$ cat src/rtl/rf_pkg.sv
// Shared constants and types for the multi-port register file.
// Imported by the register file top and its scoreboard.
package rf_pkg;

  localparam int RF_DATA_W = 32;
  localparam int RF_ADDR_W = 5;

  typedef logic [RF_ADDR_W-1:0] rf_addr_t;
  typedef logic [RF_DATA_W-1:0] rf_word_t;

  localparam rf_addr_t RF_ZERO_IDX = '0;

endpackage

$ cat src/rtl/rf_scoreboard.sv
// Per-register busy tracking for pending multi-cycle writebacks.
// Issue sets, committed writes clear, issue wins on a tie.
module rf_scoreboard
  import rf_pkg::*;
#(
  parameter int ADDR_W   = RF_ADDR_W,
  parameter int N_RD     = 2,
  parameter int N_WR     = 1,
  parameter int ZERO_REG = 1
) (
  input  logic                   clk,
  input  logic                   rst_n,
  input  logic [N_WR-1:0]        wr_vld,
  input  logic [N_WR*ADDR_W-1:0] wr_addr,
  input  logic                   iss_en,
  input  logic [ADDR_W-1:0]      iss_addr,
  input  logic [N_RD*ADDR_W-1:0] rd_addr,
  output logic [N_RD-1:0]        rd_busy
);

  localparam int DEPTH = 1 << ADDR_W;
  localparam bit ZR = (ZERO_REG != 0);
  localparam logic [ADDR_W-1:0] ZIDX = ADDR_W'(RF_ZERO_IDX);

  logic [DEPTH-1:0] busy_q;
  logic [DEPTH-1:0] busy_d;
  logic [DEPTH-1:0] clr;
  logic             iss_vld;

  assign iss_vld = iss_en & rst_n & ~(ZR && iss_addr == ZIDX);

  // Clear on any committed write, then let a new issue re-arm.
  always_comb begin
    clr = '0;
    for (int j = 0; j < N_WR; j++) begin
      if (wr_vld[j]) clr[wr_addr[j*ADDR_W +: ADDR_W]] = 1'b1;
    end
    busy_d = busy_q & ~clr;
    if (iss_vld) busy_d[iss_addr] = 1'b1;
  end

  // Busy vector; reset drops every pending producer.
  always_ff @(posedge clk or negedge rst_n) begin
    if (!rst_n) busy_q <= '0;
    else        busy_q <= busy_d;
  end

  for (genvar i = 0; i < N_RD; i++) begin : g_rd
    logic [ADDR_W-1:0] ra;
    logic              hide;
    assign ra = rd_addr[i*ADDR_W +: ADDR_W];
    // A same-cycle writeback hides busy unless a new issue re-targets it.
    always_comb begin
      hide = clr[ra] & ~(iss_vld && iss_addr == ra);
      if (ZR && ra == ZIDX) hide = 1'b1;
    end
    assign rd_busy[i] = busy_q[ra] & ~hide;
  end

endmodule

$ cat src/rtl/reg_file_mp.sv
// Multi-port register file with write-first bypass and zero register.
// Busy tracking lives in rf_scoreboard.
module reg_file_mp
  import rf_pkg::*;
#(
  parameter int DATA_W   = RF_DATA_W,
  parameter int ADDR_W   = RF_ADDR_W,
  parameter int N_RD     = 2,
  parameter int N_WR     = 1,
  parameter int ZERO_REG = 1
) (
  input  logic                   clk,
  input  logic                   rst_n,
  input  logic [N_RD*ADDR_W-1:0] rd_addr,
  output logic [N_RD*DATA_W-1:0] rd_data,
  output logic [N_RD-1:0]        rd_busy,
  input  logic [N_WR-1:0]        wr_en,
  input  logic [N_WR*ADDR_W-1:0] wr_addr,
  input  logic [N_WR*DATA_W-1:0] wr_data,
  input  logic                   iss_en,
  input  logic [ADDR_W-1:0]      iss_addr
);

  localparam int DEPTH = 1 << ADDR_W;
  localparam bit ZR = (ZERO_REG != 0);
  localparam logic [ADDR_W-1:0] ZIDX = ADDR_W'(RF_ZERO_IDX);

  if (N_RD < 1 || N_RD > 4 || N_WR < 1 || N_WR > 2) begin : g_bad
    $error("reg_file_mp: N_RD must be 1..4 and N_WR 1..2");
  end

  logic [DATA_W-1:0] mem [DEPTH];
  logic [N_WR-1:0]   wr_vld;

  for (genvar j = 0; j < N_WR; j++) begin : g_wr
    logic [ADDR_W-1:0] wa;
    assign wa = wr_addr[j*ADDR_W +: ADDR_W];
    assign wr_vld[j] = wr_en[j] & rst_n & ~(ZR && wa == ZIDX);
  end

  // Storage; later ports overwrite earlier ones on address clash.
  always_ff @(posedge clk or negedge rst_n) begin
    if (!rst_n) begin
      for (int k = 0; k < DEPTH; k++) mem[k] <= '0;
    end else begin
      for (int j = 0; j < N_WR; j++) begin
        if (wr_vld[j])
          mem[wr_addr[j*ADDR_W +: ADDR_W]] <= wr_data[j*DATA_W +: DATA_W];
      end
    end
  end

  for (genvar i = 0; i < N_RD; i++) begin : g_rd
    logic [ADDR_W-1:0] ra;
    logic [DATA_W-1:0] d;
    assign ra = rd_addr[i*ADDR_W +: ADDR_W];
    // Write-first read: highest matching write port wins over storage.
    always_comb begin
      d = mem[ra];
      for (int j = 0; j < N_WR; j++) begin
        if (wr_vld[j] && wr_addr[j*ADDR_W +: ADDR_W] == ra)
          d = wr_data[j*DATA_W +: DATA_W];
      end
      if (ZR && ra == ZIDX) d = '0;
    end
    assign rd_data[i*DATA_W +: DATA_W] = d;
  end

  rf_scoreboard #(
    .ADDR_W  (ADDR_W),
    .N_RD    (N_RD),
    .N_WR    (N_WR),
    .ZERO_REG(ZERO_REG)
  ) u_sb (
    .clk     (clk),
    .rst_n   (rst_n),
    .wr_vld  (wr_vld),
    .wr_addr (wr_addr),
    .iss_en  (iss_en),
    .iss_addr(iss_addr),
    .rd_addr (rd_addr),
    .rd_busy (rd_busy)
  );

endmodule
$ cat config.mk
export PLATFORM = sky130hd
export DESIGN_NAME = reg_file_mp
export DESIGN_NICKNAME = d
export VERILOG_FILES = /design/src/rtl/rf_pkg.sv /design/src/rtl/rf_scoreboard.sv /design/src/rtl/reg_file_mp.sv
export SDC_FILE = /design/constraint.sdc
export NUM_CORES = 2
export LEC_CHECK = 0
export CAP_MARGIN = 20
export CORE_MARGIN = 8
export CORE_UTILIZATION = 65
export DETAILED_ROUTE_END_ITERATION = 6
export PLACE_DENSITY = 0.83
export SLEW_MARGIN = 20
export SYNTH_ARGS = -nofsm -noshare
export SYNTH_HDL_FRONTEND = slang
export SYNTH_SLANG_ARGS = --single-unit
$ cat constraint.sdc
create_clock -name clk -period 10.1 [get_ports clk]
set_clock_uncertainty 0.15 [all_clocks]
set_input_delay 3.03 -clock clk [delete_from_list [all_inputs] [get_ports clk]]
set_output_delay 3.03 -clock clk [all_outputs]
set_load 0.02 [all_outputs]
==> impl_metrics.tcl <==
set metrics [dict create \
    outcome "finished, final reports clean" \
    portBuffers 121 \
    pwr-share-comb_pct 17.8 \
    nFillCells 5479 \
    cts-root-buf "clkbuf_16" \
    maxCapViolations 0 \
    synth_top_family_by_area "multiplexers" \
    synth_xor_area_share_pct 0.312 \
    final-max-slew-violation-count 0 \
    cts_max_level 3 \
    clockBufferDepth 3 \
    via_per_inst 7.46 \
    cp-end-kind "output port" \
    synth-async-reset-ratio_pct 100 \
    synthTopCellsByCount "dfrtp_1, mux2_2, mux4_2" \
    synth_top_area_cell "dfrtp_1" \
    dp_hpwl_um 98600 \
    vias 38000 \
    max-slew-margin-rel_pct 23.7 \
    synth_cell_types 45 \
    clockPowerShare_pct 35.6 \
    gr-total-overflow 0 \
    synth.avg_cell_area_sq_um 14.3 \
    antenna_found_initial 3 \
    synthTopCellsByArea "dfrtp_1, mux4_2, mux2_2" \
    cts_tree "done" \
    drtIter0Drc 4537 \
    die_h_um 310 \
    cts_buffers 107 \
    synth_area_sq_um 56200 \
    postCtsSetupBuffers 0 \
    pin_count 122 \
    die_w_um 310 \
    critical_path_required_ns 6.92 \
    start_kind "input pin" \
    ys_seq_area_share_pct 47.0 \
    drt_first_pass_iters 6 \
    vdd.ir_drop.worst_uv 182 \
    synthSimpleGateAreaFrac_pct 2.95 \
    worstSkewPairLatency_ns 0.69 \
    die-area_sq_um 96100 \
    fin_crit_ns 9.66 \
    worstMarginPinSlew_ns 1.14 \
    grt_usage_pct 36.1 \
    intPower_mw 8.15 \
    cp.arrival_ns 6.48 \
    drc_errors 0 \
    hold_path_class "reg2reg" \
    leakagePower_nw 27.4 \
    finalCoreUtilization_pct 72.0 \
    seqPwrFrac_pct 46.5 \
    synth_edf_count 0 \
    cts.hold.buffers_added 0 \
    clkSinkCount 1056 \
    path_class "in2out" \
    final.setup.tns_ns 0 \
    synthToLayoutAreaGrowth_pct 10.5 \
    grt_max_degree 191 \
    synthMuxAreaShare_pct 40.8 \
    yosys_warnings 0 \
    rsz0062_at_grt "false" \
    switching_share_pct 27.2 \
    ant_nets 0 \
    synth_top_area_share_pct 47.0 \
    yosysMostFrequentCell "dfrtp_1" \
    powerDensity_nw_per_um2 180 \
    netSwitchingPower_mw 3.05 \
    critPathMaxFanout 65 \
    fmax_ghz 0.104 \
    synth-compound-area-share_pct 5.19 \
    wl_um 172000 \
    finalHoldViolations 0 \
    core-area_sq_um 86200 \
    final_min_period_over_clock_period_pct 95.6 \
    synth_seq_cells 1056 \
    synth-main-ff-cell "dfrtp_1" \
    post_drt_wl_per_cell_um 33.7 \
    syn_inst 3937 \
    layout-drive-gt1-share_pct 46.1 \
    nets 3923 \
    synth-adder-area-share_pct 0 \
    syn_nets 3993 \
    fp-row-count 108 \
    postCtsResizedCells 0 \
    clkTransAtPathRegs_ns 0.07 \
    grt_pass1_vias 39900 \
    setup_viol 0 \
    grt_pass1_wl_um 258000 \
    place_congestion 0.890 \
    start_util_pct 65.2 \
]
[power groups by stage]
stage	sequential (mW)	clock, mW	combinational, mW
floorplan	5.11	0	1.43
global placement	5.21	0	1.91
detailed placement	5.26	0	1.97
CTS	5.20	4.02	1.99
global route	5.28	4.19	2.12
finish	5.21	3.99	2.00
[layout make-up]
class / instances / area (sq um) / area share [%]
sequential: 1056 / 26400 / 42.6
clock buffer: 141 / 2970 / 4.78
multi-input combinational: 2407 / 28000 / 45.0
timing repair buffer: 266 / 2640 / 4.25
clock inverter: 43 / 522 / 0.841
inverter: 29 / 109 / 0.175
tap: 1155 / 1450 / 2.33
antenna: 1 / 2.50 / 0.00403
[cells in the final DEF (no fill, tap or decap), types with 8 or more instances in the layout]
| master | netlist | layout |
|---|---|---|
| a21oi_1 | 50 | 50 |
| nor2b_1 | 12 | 9 |
| clkdlybuf4s50_1 | 0 | 107 |
| clkbuf_16 | 0 | 108 |
| a32o_1 | 18 | 18 |
| nor3_1 | 45 | 43 |
| mux2_2 | 947 | 947 |
| nand2b_1 | 16 | 15 |
| mux2i_1 | 104 | 104 |
| nor2_1 | 93 | 71 |
| a211oi_1 | 8 | 8 |
| inv_1 | 29 | 28 |
| nand2_1 | 184 | 173 |
| clkinvlp_4 | 0 | 10 |
| a221oi_1 | 34 | 34 |
| a22oi_1 | 76 | 76 |
| buf_12 | 1 | 25 |
| buf_4 | 20 | 120 |
| a31oi_1 | 36 | 36 |
| clkbuf_8 | 0 | 14 |
| mux4_2 | 499 | 499 |
| nor2_4 | 0 | 22 |
| clkinv_2 | 0 | 14 |
| xor2_1 | 8 | 8 |
| o22ai_1 | 63 | 63 |
| clkbuf_1 | 257 | 19 |
| nand3_1 | 9 | 8 |
| dfrtp_1 | 1056 | 1056 |
| o21ai_0 | 142 | 142 |
| xnor2_1 | 12 | 12 |
[worst max-delay path, cell delays in order]
cell             delay [ns]
clkdlybuf4s50_1        0.58
or3_1                  0.49
or3_1                  0.36
nand3_1                0.15
nor2_4                 0.05
buf_12                 0.22
o21ai_0                0.74
clkdlybuf4s50_1        0.76
[worst paths after layout]
check | start | slack [ns] | cells after the start | end
worst max-delay path | wr_addr[3] | 0.44 | 8 | rd_data[54]
worst max register to register | mem[609] | 9.13 | 1 | mem[609]
worst min-delay path | mem[1022] | 0.23 | 0 | mem[1022]
min in group asynchronous | rst_n | 2.05 | 1 | u_sb.busy_q[9]
worst min register to register | mem[1022] | 0.23 | 0 | mem[1022]
max in group asynchronous | rst_n | 4.22 | 5 | mem[456]
[kinds of logic after synthesis]
kind of cell	count (synthesis)
and+or+nand+nor	384
buffers and inverters	474
xor gates and xnor gates	20
AOI/OAI and AO/OA	453
DFF	1056
muxes	1550
[layer usage]
metal | routed length, um | GRT usage, % | vias up
li1 | - | - | 14900
met1 | 59900 | 45.9 | 19700
met2 | 79400 | 55.8 | 2591
met3 | 19900 | 9.69 | 780
met4 | 12600 | 22.2 | 2
met5 | 20 | 0 | -
[sequential cells by signal, indices dropped and copies added (netlist names)]
signal       cells
mem           1024
u_sb.busy_q     32
[per-stage QoR]
step / power [mW] / area, sq um / setup slack (ns) / cells / hold slack (ns)
2_1_floorplan: 6.54 / 56200 / 2.12 / 3937 / 0.275
3_3_place_gp: 7.13 / 58600 / 0.577 / 4912 / 0.217
3_5_place_dp: 7.23 / 58600 / 0.595 / 4912 / 0.215
4_1_cts: 11.2 / 62000 / 0.594 / 5096 / 0.229
5_1_grt: 11.6 / 62100 / 0.296 / 5097 / 0.249
6_report: 11.2 / 62100 / 0.443 / 5098 / 0.233
Power figures use the tool's default switching activity.
